===== src/rtl/dmem_arbiter_if.sv =====
// Bus bundle for dmem_arbiter: two requester ports, the shared synchronous RAM port,
// and status outputs. The arbiter uses the slave modport; the environment uses master.
interface dmem_arbiter_if #(
    parameter int ADDR_W = 14,
    parameter int DATA_W = 32
);
    logic              m0_req;
    logic              m0_we;
    logic [ADDR_W-1:0] m0_addr;
    logic [DATA_W-1:0] m0_wdata;
    logic              m0_ack;
    logic [DATA_W-1:0] m0_rdata;

    logic              m1_req;
    logic              m1_we;
    logic [ADDR_W-1:0] m1_addr;
    logic [DATA_W-1:0] m1_wdata;
    logic              m1_ack;
    logic [DATA_W-1:0] m1_rdata;

    logic              mem_en;
    logic              mem_we;
    logic [ADDR_W-1:0] mem_addr;
    logic [DATA_W-1:0] mem_wdata;
    logic [DATA_W-1:0] mem_rdata;

    logic [1:0]        grant;
    logic              busy;

    modport slave (
        input  m0_req, m0_we, m0_addr, m0_wdata,
        input  m1_req, m1_we, m1_addr, m1_wdata,
        input  mem_rdata,
        output m0_ack, m0_rdata, m1_ack, m1_rdata,
        output mem_en, mem_we, mem_addr, mem_wdata,
        output grant, busy
    );

    modport master (
        output m0_req, m0_we, m0_addr, m0_wdata,
        output m1_req, m1_we, m1_addr, m1_wdata,
        output mem_rdata,
        input  m0_ack, m0_rdata, m1_ack, m1_rdata,
        input  mem_en, mem_we, mem_addr, mem_wdata,
        input  grant, busy
    );
endinterface


===== src/rtl/dmem_arbiter.sv =====
// Two-master arbiter for a single-port synchronous data RAM (IDLE/ISSUE/WAIT/DONE).
// Define DMEM_ARB_ROUND_ROBIN_EN for round-robin ties; otherwise m0 has fixed priority.
module dmem_arbiter #(
    parameter int ADDR_W = 14,
    parameter int DATA_W = 32
) (
    input  logic           clk,
    input  logic           rst,
    dmem_arbiter_if.slave  bus
);
    localparam logic [1:0] IDLE  = 2'd0;
    localparam logic [1:0] ISSUE = 2'd1;
    localparam logic [1:0] WAIT  = 2'd2;
    localparam logic [1:0] DONE  = 2'd3;

    logic [1:0]        state_q, state_d;
    logic [1:0]        grant_q, grant_d;
    logic              we_q, we_d;
    logic [ADDR_W-1:0] addr_q, addr_d;
    logic [DATA_W-1:0] wdata_q, wdata_d;
    logic [DATA_W-1:0] rdata_q, rdata_d;

    logic [1:0]        req_vec;
    logic [1:0]        we_vec;
    logic [ADDR_W-1:0] addr_vec  [2];
    logic [DATA_W-1:0] wdata_vec [2];
    logic [1:0]        ack_vec;
    logic [DATA_W-1:0] rdata_vec [2];
    logic              win_m1;

    assign req_vec      = {bus.m1_req, bus.m0_req};
    assign we_vec       = {bus.m1_we, bus.m0_we};
    assign addr_vec[0]  = bus.m0_addr;
    assign addr_vec[1]  = bus.m1_addr;
    assign wdata_vec[0] = bus.m0_wdata;
    assign wdata_vec[1] = bus.m1_wdata;

`ifdef DMEM_ARB_ROUND_ROBIN_EN
    // last_grant_q = 1 means m1 owned the previous grant, so m0 takes the next tie
    logic last_grant_q, last_grant_d;

    always_comb begin
        win_m1 = 1'b0;
        if (req_vec == 2'b11) begin
            win_m1 = ~last_grant_q;
        end else begin
            win_m1 = req_vec[1];
        end
    end

    always_comb begin
        last_grant_d = last_grant_q;
        if (state_q == IDLE && req_vec != 2'b00) begin
            last_grant_d = win_m1;
        end
    end

    always_ff @(posedge clk or posedge rst) begin
        if (rst) begin
            last_grant_q <= 1'b1;
        end else begin
            last_grant_q <= last_grant_d;
        end
    end
`else
    always_comb begin
        win_m1 = req_vec[1] & ~req_vec[0];
    end
`endif

    always_comb begin
        state_d = state_q;
        grant_d = grant_q;
        we_d    = we_q;
        addr_d  = addr_q;
        wdata_d = wdata_q;
        rdata_d = rdata_q;
        case (state_q)
            IDLE: begin
                if (req_vec != 2'b00) begin
                    grant_d = win_m1 ? 2'b10 : 2'b01;
                    we_d    = we_vec[win_m1];
                    addr_d  = addr_vec[win_m1];
                    wdata_d = wdata_vec[win_m1];
                    state_d = ISSUE;
                end
            end
            ISSUE: begin
                state_d = WAIT;
            end
            WAIT: begin
                // RAM output is valid in this cycle; writes leave the read register untouched
                if (!we_q) begin
                    rdata_d = bus.mem_rdata;
                end
                state_d = DONE;
            end
            DONE: begin
                grant_d = 2'b00;
                state_d = IDLE;
            end
            default: begin
                grant_d = 2'b00;
                state_d = IDLE;
            end
        endcase
    end

    always_ff @(posedge clk or posedge rst) begin
        if (rst) begin
            state_q <= IDLE;
            grant_q <= 2'b00;
            we_q    <= 1'b0;
            addr_q  <= '0;
            wdata_q <= '0;
            rdata_q <= '0;
        end else begin
            state_q <= state_d;
            grant_q <= grant_d;
            we_q    <= we_d;
            addr_q  <= addr_d;
            wdata_q <= wdata_d;
            rdata_q <= rdata_d;
        end
    end

    generate
        for (genvar gi = 0; gi < 2; gi++) begin : g_master_out
            assign ack_vec[gi]   = (state_q == DONE) & grant_q[gi];
            assign rdata_vec[gi] = grant_q[gi] ? rdata_q : '0;
        end
    endgenerate

    assign bus.m0_ack    = ack_vec[0];
    assign bus.m1_ack    = ack_vec[1];
    assign bus.m0_rdata  = rdata_vec[0];
    assign bus.m1_rdata  = rdata_vec[1];

    assign bus.mem_en    = (state_q == ISSUE);
    assign bus.mem_we    = (state_q == ISSUE) & we_q;
    assign bus.mem_addr  = addr_q;
    assign bus.mem_wdata = wdata_q;

    assign bus.grant     = grant_q;
    assign bus.busy      = (state_q != IDLE);
endmodule


===== src/flat_wrapper.sv =====
// flat-port wrapper written by rule: the top's interface ports become plain ports
module dmem_arbiter_flat 
#(
    parameter int ADDR_W = 14,
    parameter int DATA_W = 32
)
  (clk, rst, bus_m0_req, bus_m0_we, bus_m0_addr, bus_m0_wdata, bus_m1_req, bus_m1_we, bus_m1_addr, bus_m1_wdata, bus_mem_rdata, bus_m0_ack, bus_m0_rdata, bus_m1_ack, bus_m1_rdata, bus_mem_en, bus_mem_we, bus_mem_addr, bus_mem_wdata, bus_grant, bus_busy);
  dmem_arbiter_if #(.ADDR_W(ADDR_W), .DATA_W(DATA_W)) bus_i ();
  input  logic clk;
  input  logic rst;
  input wire logic [$bits(bus_i.m0_req)-1:0] bus_m0_req;
  input wire logic [$bits(bus_i.m0_we)-1:0] bus_m0_we;
  input wire logic [$bits(bus_i.m0_addr)-1:0] bus_m0_addr;
  input wire logic [$bits(bus_i.m0_wdata)-1:0] bus_m0_wdata;
  input wire logic [$bits(bus_i.m1_req)-1:0] bus_m1_req;
  input wire logic [$bits(bus_i.m1_we)-1:0] bus_m1_we;
  input wire logic [$bits(bus_i.m1_addr)-1:0] bus_m1_addr;
  input wire logic [$bits(bus_i.m1_wdata)-1:0] bus_m1_wdata;
  input wire logic [$bits(bus_i.mem_rdata)-1:0] bus_mem_rdata;
  output wire logic [$bits(bus_i.m0_ack)-1:0] bus_m0_ack;
  output wire logic [$bits(bus_i.m0_rdata)-1:0] bus_m0_rdata;
  output wire logic [$bits(bus_i.m1_ack)-1:0] bus_m1_ack;
  output wire logic [$bits(bus_i.m1_rdata)-1:0] bus_m1_rdata;
  output wire logic [$bits(bus_i.mem_en)-1:0] bus_mem_en;
  output wire logic [$bits(bus_i.mem_we)-1:0] bus_mem_we;
  output wire logic [$bits(bus_i.mem_addr)-1:0] bus_mem_addr;
  output wire logic [$bits(bus_i.mem_wdata)-1:0] bus_mem_wdata;
  output wire logic [$bits(bus_i.grant)-1:0] bus_grant;
  output wire logic [$bits(bus_i.busy)-1:0] bus_busy;
  assign bus_i.m0_req = bus_m0_req;
  assign bus_i.m0_we = bus_m0_we;
  assign bus_i.m0_addr = bus_m0_addr;
  assign bus_i.m0_wdata = bus_m0_wdata;
  assign bus_i.m1_req = bus_m1_req;
  assign bus_i.m1_we = bus_m1_we;
  assign bus_i.m1_addr = bus_m1_addr;
  assign bus_i.m1_wdata = bus_m1_wdata;
  assign bus_i.mem_rdata = bus_mem_rdata;
  assign bus_m0_ack = bus_i.m0_ack;
  assign bus_m0_rdata = bus_i.m0_rdata;
  assign bus_m1_ack = bus_i.m1_ack;
  assign bus_m1_rdata = bus_i.m1_rdata;
  assign bus_mem_en = bus_i.mem_en;
  assign bus_mem_we = bus_i.mem_we;
  assign bus_mem_addr = bus_i.mem_addr;
  assign bus_mem_wdata = bus_i.mem_wdata;
  assign bus_grant = bus_i.grant;
  assign bus_busy = bus_i.busy;
  dmem_arbiter #(.ADDR_W(ADDR_W), .DATA_W(DATA_W)) u_core (.clk(clk), .rst(rst), .bus(bus_i));
endmodule

===== config.mk =====
export PLATFORM = sky130hd
export DESIGN_NAME = dmem_arbiter_flat
export DESIGN_NICKNAME = d
export VERILOG_FILES = /design/src/rtl/dmem_arbiter_if.sv /design/src/rtl/dmem_arbiter.sv /design/src/flat_wrapper.sv
export SDC_FILE = /design/constraint.sdc
export NUM_CORES = 1
export LEC_CHECK = 0
export ABC_CLOCK_PERIOD_IN_PS = 7600
export CORE_UTILIZATION = 40
export DETAILED_ROUTE_END_ITERATION = 10
export GPL_ROUTABILITY_DRIVEN = 0
export PLACE_DENSITY = 0.82
export SLEW_MARGIN = 40
export SYNTH_ARGS = -nofsm -noshare
export SYNTH_HDL_FRONTEND = slang
export SYNTH_SLANG_ARGS = --single-unit
export TNS_END_PERCENT = 100

===== constraint.sdc =====
create_clock -name clk -period 7.6 [get_ports clk]
set_input_delay 1.14 -clock clk [delete_from_list [all_inputs] [get_ports clk]]
set_output_delay 1.14 -clock clk [all_outputs]
set_load 0.005 [all_outputs]

==> results by group <==
Status
  – Outcome: completed

Route
  – WL final: 12.9 mm
  – Avg Vias per Cell: 5.07
  – DR iter-0 viols: 162
  – Drt wl/cell: between 15 and 20 um
  – Antenna-violating nets left: 0
  – Top Layer Used: met4
  – Residual DRC: 0
  – WL met3: 1.16 mm
  – Routed met1 length: around 4.9 mm
  – Routed wl met2: 6.59 mm
  – Number of iterations in the first detailed-routing pass: 4
  – Vias: 4033

Clock tree
  – Clock transition at the registers of the reported paths: around 0.060 ns
  – CTS Buf Count: 9
  – Cts repair resizes: 0
  – TritonCTS clock tree: built
  – Hold buffers post-CTS: 0
  – Clock latency on the worst-skew pair: 0.33 ns
  – CTS Sinks: 83
  – H-tree levels: 3
  – # Post-CTS Setup Buffers: 0
  – Clk buf depth: 2
  – Root Buffer: clkbuf_16

Die
  – Die Height: 109 um
  – Rows: 38
  – Die width: about 110 um
  – Core area: roughly 11000 um2
  – I/O pins: 247
  – Starting density of the core: 0.415
  – Die area: 11800 um2

STA
  – Tmin final: 3.01 ns
  – Final period util: 0.396
  – Max Freq: 332 MHz
  – Number of hold violations in the final report: 0
  – Slew headroom: 0.486
  – RSZ-0062 raised after global routing: no
  – Max-slew violations: 0
  – Worst slew pin tran: 0.768 ns
  – Worst Skew: slightly below 0.004 ns
  – TNS Setup: 0 ns
  – # setup viols final: 0

Layout
  – Layout cell share with drive strength beyond 1: 0.163
  – Antenna cells: 0
  – Multi-input gate area: around 2200 um2
  – Core Util, Final: 0.669
  – Final #Nets: between 700 and 800
  – Fillers: 865
  – Storage cell area: 2080 um2
  – Design area: 7310 um2
  – Area delta synth->final: 61.0%

Yosys
  – Post-synth EDFFs: 0
  – Count leader, synth: dfrtp_1
  – Synthesized netlist net count: 557
  – Top cells by area, synth: dfrtp_1 (46%), nand3_2 (13%), and2_1 (9.4%), mux2_1 (7.7%), nand3_1 (4.8%)
  – Avg Inst Size Synth: 10.8 um2
  – Synthesis-stage register bit count: 83
  – Ys Warns: 0
  – Async SR Flop Fraction: 1.00
  – Top FF cell, synth: dfrtp_1
  – Seq/Total Area, Yosys: 0.457
  – Yosys top cell area share: 0.457
  – Mapped Area: ~4500 um2
  – Commonest cells post-synth: dfrtp_1 (83), and2_1 (68), nand3_2 (60), nand2_1 (45), nand3_1 (44)
  – Synth area leader: dfrtp_1
  – Cell count after synthesis: 422
  – Synth cell types: 26

Global route
  – Number of global-route vias before repair: 4056
  – Initial antenna violation count: 0
  – Largest net degree at the start of global routing: 84
  – GRT overflow: 0
  – Total GRT Usage: 0.221
  – Global-route wire length before repair: 20.0 mm

Pwr
  – Comb pwr share: 0.484
  – Pwr Density: approximately 340 nW/um2
  – Worst-case vdd ir drop: 0.000154 V
  – Overall Power: 2.50 mW
  – Internal cell power: around 1.7 mW
  – Leak: approximately 3.1 nW
  – Sequential share of power: 0.335
  – Clock power share: 0.181
  – P_sw: 839 uW
  – Switching share of power: 0.336

Critical path
  – Reg2reg start: u_core.state_q[0]
  – Critical path capture point type: flop
  – Arrival time worst endpoint: 3.28 ns
  – Reg2reg setup slack: 5.35 ns
  – Critical path class: in -> reg
  – Reg-to-reg endpoint: u_core.bus.grant[1]
  – Crit path launch type: input pin
  – Data required, critical path: between 7 and 8 ns
  – FF-to-FF path depth: 6
  – CP max FO: 30

Min path
  – Hold Path Class: reg -> reg
  – Hold depth: 2
  – Hold path startpoint: u_core.bus.mem_addr[8]
  – Worst Hold End: u_core.bus.mem_addr[8]

Placement
  – IO Port Bufs: approximately 250
  – DP Wirelength: 9.55 mm
  – Area post-placement: 6990 um2

Job
  – MaxCap Viol Count: 0
==> flip-flops by register name, summed over array words and instances, names as in the netlist <==
| name | cells |
|---|---|
| u_core.state_q | 2 |
| u_core.bus.grant | 2 |
| u_core.we_q | 1 |
| u_core.rdata_q | 32 |
| u_core.bus.mem_addr | 14 |
| u_core.bus.mem_wdata | 32 |
==> final cells by class <==
cell class	count	share of cell area
clock inverter	1	0.00411
timing repair buffer	253	0.349
multi-input combinational	299	0.298
inverter	5	0.00274
tap	140	0.0240
clock buffer	15	0.0380
sequential	83	0.284
==> layout by cell type (no fill, tap or decap), types with 3 or more instances in the layout <==
master,count
clkbuf_8,4
ha_1,4
nand2_2,17
clkbuf_1,3
mux2_1,31
inv_1,4
nand3_1,44
dfrtp_1,81
clkdlybuf4s50_1,246
a32oi_1,13
clkbuf_16,9
buf_4,3
nand3_2,60
and2_1,68
nand2_1,45
==> kinds of logic (layout without fill, tap and decap cells) <==
family                   after synthesis  in the layout  share of synthesized area
AO/OA/AOI/OAI                         18             18                     0.0322
adder cells (fa/ha/maj)                5              5                     0.0138
buffers and inverters                 40            274                     0.0664
flip-flops                            83             83                      0.457
multiplexers                          33             33                     0.0818
AND/OR/NAND/NOR                      243            243                      0.348
==> stage by stage <==
step	instances	hold WS, ns	worst slack (ns)
after floorplan	422	0.460	4.32
after global placement	778	0.460	4.13
after detailed placement	780	0.466	4.26
after CTS	796	0.480	4.37
after global routing	796	0.508	4.45
final	796	0.479	4.59
==> how the worst max path moves through the flow <==
stage                             start                        to  cells past startpoint
floorplan                           rst       u_core.bus.grant[0]                      1
global placement             bus_m1_req  u_core.bus.mem_wdata[27]                      4
detailed placement           bus_m1_req  u_core.bus.mem_wdata[18]                      5
CTS                 u_core.bus.grant[1]          bus_m1_rdata[17]                      2
global route                 bus_m1_req  u_core.bus.mem_wdata[18]                      5
finish                       bus_m1_req  u_core.bus.mem_wdata[18]                      5
==> power groups by stage <==
stage	Clock [mW]	Sequential (mW)	Combinational, mW
final	0.451	0.838	1.21
after global routing	0.473	0.868	1.33
after CTS	0.459	0.838	1.23
after detailed placement	0	0.842	1.22
after global placement	0	0.825	1.18
after floorplan	0	0.791	0.643
==> routing by layer <==
metal,vias up,GRT usage
met5,-,0
met4,0,0.0859
met3,20,0.0645
met2,187,0.390
met1,1936,0.249
li1,1890,-
==> worst max-delay path, stage by stage <==
cell and delay [ns]:
clkdlybuf4s50_1 0.81, o21ai_4 0.59, buf_4 0.48, nand2_1 0.15
nand3_2 0.10
Power figures use the tool's default switching activity.
